## src/rtl/ppu_oam_eval.sv

```systemverilog
// ppu_oam_eval: primary sprite attribute memory with CPU register access,
// plus the per-scanline sprite evaluator that fills the 32-byte secondary
// OAM with up to eight in-range sprites and flags sprite overflow.
module ppu_oam_eval (
    input  logic       clk_in,
    input  logic       rst_in,
    input  logic [2:0] ri_sel_in,
    input  logic [7:0] ri_d_in,
    input  logic       ri_wr_in,
    input  logic       ri_rd_in,
    output logic [7:0] ri_d_out,
    input  logic       eval_start_in,
    input  logic [7:0] scanline_in,
    input  logic       spr_h16_in,
    input  logic [4:0] sec_idx_in,
    output logic [7:0] sec_d_out,
    output logic [3:0] sec_cnt_out,
    output logic       overflow_out,
    output logic       busy_out,
    output logic       done_out
);

    typedef enum logic [1:0] {
        IDLE,
        SCAN,
        COPY,
        DONE
    } state_t;

    state_t     state;

    logic [7:0] oam [0:255];
    logic [7:0] sec [0:31];
    logic [7:0] oam_addr;

    logic [7:0] scanline_q;
    logic       h16_q;
    logic [5:0] n;
    logic [1:0] k;
    logic [3:0] cnt;
    logic       overflow;
    logic       busy;
    logic       done;

    logic       addr_wr;
    logic       data_wr;
    logic [7:0] y_byte;
    logic [8:0] diff;
    logic       in_range;
    logic [7:0] copy_byte;
    logic [7:0] oam_rd_byte;

    // Register reads have no side effects here; the strobe is kept only
    // for interface completeness.
    logic       rd_strobe_unused;
    assign rd_strobe_unused = ri_rd_in;

    assign addr_wr = ri_wr_in && (ri_sel_in == 3'd3);
    assign data_wr = ri_wr_in && (ri_sel_in == 3'd4);

    // OAMADDR: loaded directly, or post-incremented (8-bit wrap) by OAMDATA writes
    always_ff @(posedge clk_in or posedge rst_in) begin
        if (rst_in) begin
            oam_addr <= 8'h00;
        end else if (addr_wr) begin
            oam_addr <= ri_d_in;
        end else if (data_wr) begin
            oam_addr <= oam_addr + 8'd1;
        end
    end

    // Primary OAM storage; contents deliberately survive reset
    always_ff @(posedge clk_in) begin
        if (data_wr) begin
            oam[oam_addr] <= ri_d_in;
        end
    end

    // Attribute bytes have three unimplemented bits that always read as zero
    assign oam_rd_byte = oam[oam_addr];
    assign ri_d_out    = (oam_addr[1:0] == 2'd2) ? (oam_rd_byte & 8'hE3) : oam_rd_byte;

    // Range test for sprite n; the ninth diff bit catches sprites below the line
    assign y_byte    = oam[{n, 2'b00}];
    assign diff      = {1'b0, scanline_q} - {1'b0, y_byte};
    assign in_range  = !diff[8] && (diff[7:0] < (h16_q ? 8'd16 : 8'd8));
    assign copy_byte = oam[{n, k}];

    // Evaluation FSM: a start pulse in any state clears and restarts the scan
    always_ff @(posedge clk_in or posedge rst_in) begin
        if (rst_in) begin
            state      <= IDLE;
            scanline_q <= 8'h00;
            h16_q      <= 1'b0;
            n          <= 6'd0;
            k          <= 2'd0;
            cnt        <= 4'd0;
            overflow   <= 1'b0;
            busy       <= 1'b0;
            done       <= 1'b0;
            for (int i = 0; i < 32; i++) begin
                sec[i] <= 8'hFF;
            end
        end else begin
            done <= 1'b0;
            if (eval_start_in) begin
                for (int i = 0; i < 32; i++) begin
                    sec[i] <= 8'hFF;
                end
                scanline_q <= scanline_in;
                h16_q      <= spr_h16_in;
                cnt        <= 4'd0;
                overflow   <= 1'b0;
                n          <= 6'd0;
                k          <= 2'd0;
                busy       <= 1'b1;
                state      <= SCAN;
            end else begin
                case (state)
                    IDLE: begin
                        busy <= 1'b0;
                    end
                    SCAN: begin
                        if (in_range && (cnt == 4'd8)) begin
                            overflow <= 1'b1;
                            busy     <= 1'b0;
                            done     <= 1'b1;
                            state    <= DONE;
                        end else if (in_range) begin
                            k     <= 2'd0;
                            state <= COPY;
                        end else if (n == 6'd63) begin
                            busy  <= 1'b0;
                            done  <= 1'b1;
                            state <= DONE;
                        end else begin
                            n <= n + 6'd1;
                        end
                    end
                    COPY: begin
                        sec[{cnt[2:0], k}] <= copy_byte;
                        k <= k + 2'd1;
                        if (k == 2'd3) begin
                            cnt <= cnt + 4'd1;
                            if (n == 6'd63) begin
                                busy  <= 1'b0;
                                done  <= 1'b1;
                                state <= DONE;
                            end else begin
                                n     <= n + 6'd1;
                                state <= SCAN;
                            end
                        end
                    end
                    DONE: begin
                        busy  <= 1'b0;
                        state <= IDLE;
                    end
                    default: begin
                        busy  <= 1'b0;
                        state <= IDLE;
                    end
                endcase
            end
        end
    end

    assign sec_d_out    = sec[sec_idx_in];
    assign sec_cnt_out  = cnt;
    assign overflow_out = overflow;
    assign busy_out     = busy;
    assign done_out     = done;

endmodule

```

## config.mk

```make
export PLATFORM = sky130hd
export DESIGN_NAME = ppu_oam_eval
export DESIGN_NICKNAME = d
export VERILOG_FILES = /design/src/rtl/ppu_oam_eval.sv
export SDC_FILE = /design/constraint.sdc
export NUM_CORES = 2
export LEC_CHECK = 0
export ABC_AREA = 1
export CAP_MARGIN = 0
export CORE_MARGIN = 10
export CORE_UTILIZATION = 29
export CTS_CLUSTER_DIAMETER = 80
export CTS_CLUSTER_SIZE = 24
export DETAILED_ROUTE_END_ITERATION = 12
export GPL_ROUTABILITY_DRIVEN = 0
export PLACE_DENSITY_LB_ADDON = 0.12
export SLEW_MARGIN = 20
export SYNTH_ARGS = -nofsm -noshare
export SYNTH_HDL_FRONTEND = slang
export SYNTH_SLANG_ARGS = --single-unit
```

## constraint.sdc

```tcl
create_clock -name clk_in -period 17.1 [get_ports clk_in]
set_clock_uncertainty 0.15 [all_clocks]
set_input_delay 3.42 -clock clk_in [delete_from_list [all_inputs] [get_ports clk_in]]
set_output_delay 3.42 -clock clk_in [all_outputs]
set_load 0.03 [all_outputs]
```

==> results.sh <==
export IMPL_routed_top_layer="met5"
export IMPL_status="finished, final reports clean"
export IMPL_core_sq_um=410500
export IMPL_ys_ff_latch=2338
export IMPL_port_buffers=51
export IMPL_drv_cap=0
export IMPL_detail_route_drc_violations=0
export IMPL_nets=12280
export IMPL_numClockSinks=2338
export IMPL_grt_setup_unrepaired="no"
export IMPL_die_width_um=662.4
export IMPL_worst_slew_pin_slew_ns=1.382
export IMPL_grt_total_usage=0.2301
export IMPL_postCtsResizedCells=0
export IMPL_netlist_top_cells_count="o21ai_0, edfxtp_1, nor2_1"
export IMPL_synth_warnings=0
export IMPL_syn_area_per_cell_sq_um=9.344
export IMPL_hold_path_class="flip-flop to flip-flop"
export IMPL_syn_nets=12860
export IMPL_drt_first_pass_iters=7
export IMPL_ys_seq_area_frac=0.5772
export IMPL_die_h_um=662.4
export IMPL_synth_area_leader_cell="edfxtp_1"
export IMPL_drive_gt1_frac=0.08375
export IMPL_synth_area_top_cells="edfxtp_1, o21ai_0, nor2_1"
export IMPL_via_per_inst=5.807
export IMPL_cts_buffers=160
export IMPL_p_total_w=0.01887
export IMPL_p_leak_nw=42.26
export IMPL_yosysUniqueCellTypes=67
export IMPL_n_fill_cell=42210
export IMPL_maxSlewHeadroom=0.06862
export IMPL_path_class="input port to output pin"
export IMPL_hold_start="sec[164]"
export IMPL_ant_nets=0
export IMPL_fmax_mhz=90.40
export IMPL_start_util=0.2916
export IMPL_grt_pass1_vias=95900
export IMPL_clkLatencyLatePin_ns=0.91
export IMPL_p_per_area_nw_per_um2=144.4
export IMPL_wl_um=536700
export IMPL_cts_hold_buf=0
export IMPL_cts_buffer_depth=4
export IMPL_synthArstFlopShare=0.1240
export IMPL_netlist_area_leader_share=0.5139
export IMPL_met2_length_um=236300
export IMPL_worstPathArrival_ns=7.49
export IMPL_slew_viol_final=0
export IMPL_vdd_drop_max_mv=0.1200
export IMPL_area_delta_synth_final_pct=9.192
export IMPL_grt_max_degree=193
export IMPL_fin_crit_sh=0.6469
export IMPL_syn_area_sq_um=119700
export IMPL_cts_tree="yes"
export IMPL_crit_start="sec_idx_in[1]"
export IMPL_endpoint_kind="output pin"
export IMPL_wl_met1_um=225400
export IMPL_postCtsSetupBuffers=0
export IMPL_critPathMaxFanout=52
export IMPL_gr_total_overflow=0
export IMPL_antenna_found_initial=32
export IMPL_setup_viol=0
export IMPL_wl_met3_um=45810
export IMPL_grt_pass1_wl_um=745400
export IMPL_r2r_start="n[0]"
export IMPL_synth_edf_count=2048
export IMPL_die_area_sq_um=438800
export IMPL_root_buffer="clkbuf_16"
export IMPL_tns_ns=0
export IMPL_layout_min_cycle_time_ns=11.06
export IMPL_clkTransAtPathRegs_ns=0.08
export IMPL_ios=53
export IMPL_cp_start_kind="input port"
export IMPL_hold_viol=0
export IMPL_drt_initial_drc_count=14720
export IMPL_ys_flop_type="edfxtp_1"
export IMPL_synth_most_common_cell="o21ai_0"
export IMPL_std_cell_rows=235
export IMPL_required_ns=13.53
export IMPL_netlist_instances=12810
export IMPL_post_drt_wl_per_cell_um=30.12
export IMPL_dp_hpwl_um=329300
export IMPL_vias=103500
export IMPL_cts_max_level=4
final cells by class:
type / count / area [sq um] / area share
clock buffers: 176 / 4254 / 0.03255
well taps: 5451 / 6820 / 0.05219
clock inverters: 113 / 1434 / 0.01097
diodes: 11 / 27.53 / 0.0002106
flip-flops and latches: 2338 / 69100 / 0.5288
inverters: 688 / 2651 / 0.02029
repair buffers: 368 / 3293 / 0.02520
multi-input cells: 8675 / 43100 / 0.3298
where the power goes:
part	internal (W)	switching [W]	leakage (nW)
clock	0.00206	0.00241	2.75
sequential	0.00624	0.0000959	21.5
combinational	0.00181	0.00625	18.0
cells in the final DEF, fill, tap and decap left out, types with 85 or more instances in the layout:
cell type / instances
nor2_1: 1871
a21oi_1: 1328
inv_1: 661
dfstp_2: 256
o221ai_1: 93
o22ai_1: 187
nor2_2: 85
edfxtp_1: 2048
o21ai_1: 251
clkbuf_16: 168
nand2_1: 725
o211ai_1: 250
buf_4: 286
o21ai_0: 3179
nand3_1: 211
cell families after synthesis:
family | after synthesis | synth area share
XOR/XNOR | 3 | 0.0002196
buffers and inverters | 1795 | 0.06623
AO/OA/AOI/OAI | 5609 | 0.2535
flip-flops | 2338 | 0.5772
multiplexers | 13 | 0.001098
adder cells (fa/ha/maj) | 22 | 0.002300
AND/OR/NAND/NOR | 3028 | 0.09946
through the flow:
stage / hold WS (ns) / instances / setup WS (ns) / area [sq um] / utilization
finish: 0.3353 / 17820 / 6.038 / 130700 / 0.3184
floorplan: 0.2983 / 12810 / 5.948 / 119700 / -
global placement: 0.3231 / 17520 / 5.996 / 124700 / 0.3038
CTS: 0.3384 / 17810 / 5.994 / 130600 / 0.3182
global route: 0.3499 / 17810 / 5.854 / 130700 / 0.3183
detailed placement: 0.3245 / 17520 / 5.991 / 124900 / 0.3043
registers in the layout (all words and copies together), names as in the netlist:
| register | cells |
|---|---|
| sec | 256 |
| state | 2 |
| oam_addr | 8 |
| overflow_out | 1 |
| sec_cnt_out | 4 |
| n | 6 |
| k | 2 |
| scanline_q | 8 |
| busy_out | 1 |
| oam | 2048 |
| h16_q | 1 |
| done_out | 1 |
critical path, cell delays in order:
cell and delay, ns:
clkdlybuf4s50_1 0.45, buf_4 0.46, clkinv_2 0.67, buf_4 0.53, a21oi_1 0.18, o21ai_0 0.11, o211ai_1 0.23, nand3_1 0.26
a32oi_1 0.39, clkdlybuf4s50_1 0.75
worst paths after layout:
kind                            endpoint  slack, ns  depth (start not counted)
max                         sec_d_out[4]       6.04                         10
min                             sec[164]       0.34                          2
max reg2reg                         n[3]       9.33                         20
min reg2reg                     sec[164]       0.34                          2
max in group asynchronous       sec[114]      12.04                          4
min in group asynchronous  scanline_q[5]       2.87                          2
layer usage:
| metal | track usage | up-vias |
|---|---|---|
| li1 | - | 45000 |
| met3 | 0.03832 | 1046 |
| met4 | 0.1060 | 14 |
| met5 | 0 | - |
| met1 | 0.3136 | 51790 |
| met2 | 0.3572 | 5637 |
(Power assumes the default switching activity.)
